### src/rtl/serv_dbus_bridge.sv
// Registered Wishbone bridge for the core data bus: one outstanding classic cycle,
// single-cycle ack back to the core, and a watchdog that turns a silent slave into an error.
module serv_dbus_bridge #(
  parameter int TIMEOUT_W = 8
) (
  input  logic        i_clk,
  input  logic        i_rst,
  input  logic [31:0] i_cpu_adr,
  input  logic [31:0] i_cpu_dat,
  input  logic [3:0]  i_cpu_sel,
  input  logic        i_cpu_we,
  input  logic        i_cpu_cyc,
  output logic [31:0] o_cpu_rdt,
  output logic        o_cpu_ack,
  output logic        o_cpu_err,
  output logic [31:0] o_wb_adr,
  output logic [31:0] o_wb_dat,
  output logic [3:0]  o_wb_sel,
  output logic        o_wb_we,
  output logic        o_wb_cyc,
  output logic        o_wb_stb,
  input  logic [31:0] i_wb_rdt,
  input  logic        i_wb_ack,
  input  logic        i_wb_err
);

  typedef enum logic [1:0] {
    ST_IDLE,
    ST_REQ,
    ST_RESP,
    ST_DROP
  } state_e;

  localparam logic [TIMEOUT_W-1:0] WDT_LAST = '1;
  localparam logic [TIMEOUT_W-1:0] WDT_ONE  = {{(TIMEOUT_W-1){1'b0}}, 1'b1};

  state_e               state_q, state_d;
  logic [31:0]          adr_q, adr_d;
  logic [31:0]          dat_q, dat_d;
  logic [3:0]           sel_q, sel_d;
  logic                 we_q, we_d;
  logic [31:0]          rdt_q, rdt_d;
  logic                 err_q, err_d;
  logic                 cyc_q, cyc_d;
  logic                 ack_q, ack_d;
  logic [TIMEOUT_W-1:0] wdt_q, wdt_d;
  logic [TIMEOUT_W-1:0] wdt_inc;

  // NOTE: every signal gets a default before the case so no path leaves it unassigned,
  // which would otherwise infer a latch.
  always_comb begin
    state_d = state_q;
    adr_d   = adr_q;
    dat_d   = dat_q;
    sel_d   = sel_q;
    we_d    = we_q;
    rdt_d   = rdt_q;
    err_d   = 1'b0;
    wdt_d   = wdt_q;
    wdt_inc = wdt_q + WDT_ONE;

    case (state_q)
      ST_IDLE: begin
        if (i_cpu_cyc) begin
          adr_d   = i_cpu_adr;
          dat_d   = i_cpu_dat;
          sel_d   = i_cpu_sel;
          we_d    = i_cpu_we;
          wdt_d   = '0;
          state_d = ST_REQ;
        end
      end
      ST_REQ: begin
        wdt_d = wdt_inc;
        // Slave error beats ack; any slave response beats the watchdog.
        if (i_wb_err) begin
          err_d   = 1'b1;
          state_d = ST_RESP;
        end else if (i_wb_ack) begin
          if (!we_q) rdt_d = i_wb_rdt;
          state_d = ST_RESP;
        end else if (wdt_inc == WDT_LAST) begin
          err_d   = 1'b1;
          rdt_d   = '0;
          state_d = ST_RESP;
        end
      end
      ST_RESP: state_d = ST_DROP;
      ST_DROP: begin
        // The acknowledged request may still be held; wait for it to drop.
        if (!i_cpu_cyc) state_d = ST_IDLE;
      end
      default: state_d = ST_IDLE;
    endcase

    cyc_d = (state_d == ST_REQ);
    ack_d = (state_d == ST_RESP);
  end

  // NOTE: non-blocking assignments for all state so every flop samples pre-edge values.
  always_ff @(posedge i_clk) begin
    if (i_rst) begin
      state_q <= ST_IDLE;
      adr_q   <= '0;
      dat_q   <= '0;
      sel_q   <= '0;
      we_q    <= 1'b0;
      rdt_q   <= '0;
      err_q   <= 1'b0;
      cyc_q   <= 1'b0;
      ack_q   <= 1'b0;
      wdt_q   <= '0;
    end else begin
      state_q <= state_d;
      adr_q   <= adr_d;
      dat_q   <= dat_d;
      sel_q   <= sel_d;
      we_q    <= we_d;
      rdt_q   <= rdt_d;
      err_q   <= err_d;
      cyc_q   <= cyc_d;
      ack_q   <= ack_d;
      wdt_q   <= wdt_d;
    end
  end

  assign o_wb_adr  = adr_q;
  assign o_wb_dat  = dat_q;
  assign o_wb_sel  = sel_q;
  assign o_wb_we   = we_q;
  assign o_wb_cyc  = cyc_q;
  assign o_wb_stb  = cyc_q;
  assign o_cpu_rdt = rdt_q;
  assign o_cpu_ack = ack_q;
  assign o_cpu_err = err_q;

endmodule

### config.mk
export PLATFORM = sky130hd
export DESIGN_NAME = serv_dbus_bridge
export DESIGN_NICKNAME = d
export VERILOG_FILES = /design/src/rtl/serv_dbus_bridge.sv
export SDC_FILE = /design/constraint.sdc
export NUM_CORES = 1
export LEC_CHECK = 0
export ABC_AREA = 0
export BUFFER_PORTS_ARGS = -buffer_cell sky130_fd_sc_hd__clkbuf_2
export CAP_MARGIN = 40
export CELL_PAD_IN_SITES_DETAIL_PLACEMENT = 0
export CELL_PAD_IN_SITES_GLOBAL_PLACEMENT = 2
export CORE_ASPECT_RATIO = 1.75
export CORE_MARGIN = 1.5
export CORE_UTILIZATION = 26
export CTS_BUF_LIST = sky130_fd_sc_hd__clkbuf_8
export CTS_CLUSTER_SIZE = 12
export DETAILED_ROUTE_END_ITERATION = 6
export HOLD_SLACK_MARGIN = 0.06
export PLACE_DENSITY_LB_ADDON = 0.1
export SLEW_MARGIN = 20
export SYNTH_ARGS = -nofsm -noshare
export SYNTH_HDL_FRONTEND = slang
export SYNTH_SLANG_ARGS = --single-unit
### constraint.sdc
create_clock -name i_clk -period 4.7 [get_ports i_clk]
set_clock_uncertainty 0.15 [all_clocks]
set_input_delay 0 -clock i_clk [delete_from_list [all_inputs] [get_ports i_clk]]
set_output_delay 0 -clock i_clk [all_outputs]
set_load 0.03 [all_outputs]
After elaboration in Yosys (flattened, before gate mapping). Index checks and enable logic that the tools add are counted.

Flip-flop bits (word level): 114. Bits of input ports: 106. Output and inout bits: 105. Logic and storage cells: 42.

$add $sub $neg: 1. Equality and inequality tests: 8. Multiplexer cells: 14. Bitwise gates (word level): 2. Reductions and logical operators: 7.

Operators by type and width (count): $mux 32 (3); $pmux 8 s2 (1); $mux 2 (5); $add 8x1->8 const B (1); $eq 8x8->1 const B (1); $mux 8 (1); $pmux 2 s4 (1); $eq 2x2->1 const B (3); $eq 2x1->1 const B (2); $ne 2x2->1 const B (2); $reduce_and 2->1 (2); $reduce_and 4->1 (1); $reduce_bool 2->1 (2); $mux 1 (3); $logic_not 2->1 (1); $not 1->1 (2); $reduce_or 2->1 (1).

Logic depth before layout (Yosys ltp).
Depth after elaboration: 7. Gate-level depth with buffers: 7. Gate-level depth less buffers: 6.

Least setup slack after synthesis. OpenSTA, ideal clock, no wires.

Path type: register to register. From: reg wdt_q[1]. To: reg rdt_q[22] (netlist: o_cpu_rdt[22]). Library setup time: 0.126 ns. Data arrival time: 1.781 ns. Required time: 4.424 ns. Slack: 2.643 ns. Stages on the path, launching flop included: 7. Path buffers: 1. Period minus slack after synthesis: 2.057 ns. Cells stage by stage: dfxtp_1 > ha_1 > nand3_1 > or3_4 > a2111oi_4 > buf_6 > o21ai_0.

Longest elaborated chain between the ends: 4.

RTL lines: start, declared (line 46) `logic [TIMEOUT_W-1:0] wdt_q, wdt_d;`; start signal, assigned (line 123) `wdt_q <= wdt_d;`; $add 8x1->8 (line 60) `wdt_inc = wdt_q + WDT_ONE;`; $eq 8x8->1 (line 82) `end else if (wdt_inc == WDT_LAST) begin`; $reduce_bool 2->1 (no source line); $reduce_and 4->1 (no source line); end signal, assigned (line 119) `rdt_q <= rdt_d;`; end, declared (line 42) `logic [31:0] rdt_q, rdt_d;`.

No other way between the ends. A chain may end at the register's enable or synchronous reset.

Final worst setup path.
From: reg wdt_q[1]. To: reg err_q (netlist: o_cpu_err).

Longest elaborated chain between the ends: 5.

RTL lines: $add 8x1->8 (line 60); $eq 8x8->1 (line 82); $mux 1 (line 82); $mux 1 (line 79) `end else if (i_wb_ack) begin`; $mux 1 (line 76) `if (i_wb_err) begin`; end signal, assigned (line 120) `err_q <= err_d;`; end, declared (line 43) `logic err_q, err_d;`.

No other way between the ends.

==> results.cfg <==
[routing]
via_per_inst = 4.40
vias = 4838
drt-pass1-iter-count = 4
drtIter0Drc = 129
ant_nets = 0
drc = 0
finalWirelength_um = 14500
post_drt_wl_per_cell_um = 13.2

[yosys]
synth_area_um2 = 4350
synth_area_leaders = dfxtp_1 (52%), nand2_1 (15%), a21oi_1 (8.9%)
synthMuxAreaShare_pct = 0.748
synth-seq-cells = 114
synthAdderAreaFrac_pct = 0.576
synthXorXnorAreaFrac_pct = 0.403
synthSimpleGateAreaFrac_pct = 19.5
post-synth-top-count-cell = nand2_1
synth_edf_count = 0
syn_nets = 644
synth_compound_area_share_pct = 21.6
synth_top_area_cell = dfxtp_1
yosys.area.top_type_share_pct = 52.5
syn_avg_cell_area_um2 = 8.11
synth_warnings = 0
synth_top_family_by_area = compound AO/OA/AOI/OAI gates
synth-async-reset-ratio_pct = 0
synth_commonest_cells = nand2_1 (178), dfxtp_1 (114), a21oi_1 (77)
syn_inst = 536
seq_area_frac_synth_pct = 52.5
synth_ff_type = dfxtp_1
yosysUniqueCellTypes = 40

[floorplanning]
coreArea_um2 = 16400
die_h_um = 174
rows = 62
initial_core_util_pct = 26.6
fp.dieW_um = 101
die_area_um2 = 17500
ios = 211

[global_route]
grt_util_all_layers_pct = 16.6
grt_pass1_vias = 4811
grt_pass1_wl_um = 22900
antenna_found_initial = 0
grt_max_degree = 54
grt_overflow = 0

[clock_tree]
tritoncts = yes
cts_sinks = 114
cts_max_level = 4
path_clk_slew_ns = 0.07
clockBufferDepth = 2
cts_buffers = 17
cts_root_buf = clkbuf_8
cts_setup_buffers = 0
cts-resized-gates = 0
clock_latency_ns = 0.41

[cells_and_area]
seqCellArea_um2 = 2280
final_cell_area_um2 = 7360
fill_cells = 1683
multiInputGateArea_um2 = 1870
layout.nets = 971
instances_no_fill = 1100
fin_util_pct = 45.0
diodes = 0
drive_gt1_share_pct = 29.6
area_delta_synth_final_pct = 69.3

[min_path]
min_path_type = primary input to register

[sta]
post-route-period-util_pct = 58.3
setup_viol = 0
layout_setup_ws_ns = 1.96
whs_ns = 0.103
rsz0062_at_grt = false
fmax_mhz = 365
worstMarginPinSlew_ns = 0.652
hold_viol = 0
tns_ns = 0
slew_headroom_pct = 56.5
period_needed_ns = 2.74
final_max_slew_viol_count = 0

[placement]
buffer_ports.inserted = 210
routabilityCongestion = 0.728
dpl_cell_area_um2 = 5580
pre_cts_slack_ns = 2.42
dp.cells = 935
dpl.hpwl_um = 9610

[worst_setup_path]
end_kind = register
crit_fanout = 33
crit_arrival_ns = 2.95
critPathKind = register to register
worst_setup_path_start_kind = register
worstPathRequired_ns = 4.91

[pwr]
power_mw = 2.63
leakagePower_nw = 3.24
powerDensity_nw_per_um2 = 357
vdd_ir_drop_max_uv = 190

[run]
maxCapViolCount = 0

[status]
status = complete, no violations
[final cells by class]
class                   instances  area share (%)
multi-input cells             376            25.5
flip-flops and latches        114            31.0
clock inverters                12            2.45
inverters                       4           0.204
clock buffers                  20            3.74
repair buffers                350            33.3
well taps                     224            3.81
[critical path, stage by stage (launching register included)]
cell	delay, ns
dfxtp_1	0.38
ha_1	0.26
nand3_1	0.15
or3_4	0.37
a2111oi_4	0.34
buf_4	0.35
o21a_1	0.15
dlygate4sd3_1	0.53
[registers in the layout, indices dropped and copies added (netlist names)]
register,cells
o_cpu_ack,1
o_cpu_err,1
o_cpu_rdt,32
o_wb_adr,32
o_wb_cyc,1
o_wb_dat,32
o_wb_sel,4
o_wb_we,1
state_q,2
wdt_q,8
[worst paths after layout]
path         cells after the start                          to  slack (ns)                       from
max                              7        o_cpu_err$_SDFF_PP0_        1.96      wdt_q[1]$_SDFFE_PP0P_
min                              4  o_cpu_rdt[28]$_SDFFE_PP0P_        0.10                   i_wb_ack
max reg2reg                      7        o_cpu_err$_SDFF_PP0_        1.96      wdt_q[1]$_SDFFE_PP0P_
min reg2reg                      2   o_wb_dat[17]$_SDFFE_PP0P_        0.30  o_wb_dat[17]$_SDFFE_PP0P_
[cell usage in the layout (no fill, tap or decap), types with 2 or more instances in the layout]
cell,count
buf_4,6
clkbuf_8,20
mux2_2,2
xor2_1,2
o21ai_0,35
ha_1,2
clkbuf_2,210
nand2_1,177
bufinv_16,4
clkinv_4,4
nor3b_1,3
dlygate4sd3_1,133
a21oi_2,2
o21a_1,2
nor2b_1,2
inv_1,5
a22oi_1,33
dfxtp_1,114
nor2_1,8
nor3_1,3
o21ai_1,2
nand3_1,3
a211oi_1,3
nand2_2,2
a21oi_1,75
nand2b_1,2
[report_power, final]
part	switching [mW]	leakage (nW)	internal [mW]
combinational	0.297	2.08	0.201
clock	0.434	0.231	0.624
sequential	0.0429	0.931	1.03
[cell families after synthesis]
group	after synthesis
xor gates and xnor gates	2
AOI/OAI and AO/OA	160
adders and majority gates	2
and+or+nand+nor	209
DFF	114
muxes	3
buffers and inverters	46
[metal layers]
layer,wire (um),GRT usage [%]
met5,0,0
met4,346,7.39
met3,853,4.30
met2,7460,29.5
met1,5840,18.0
[what timing repair did]
item                                    4_1_cts  5_1_grt
hold endpoints to repair                    112        0
endpoints found under the setup margin        0        0
hold buffers                                133        0
(Power assumes the default switching activity.)
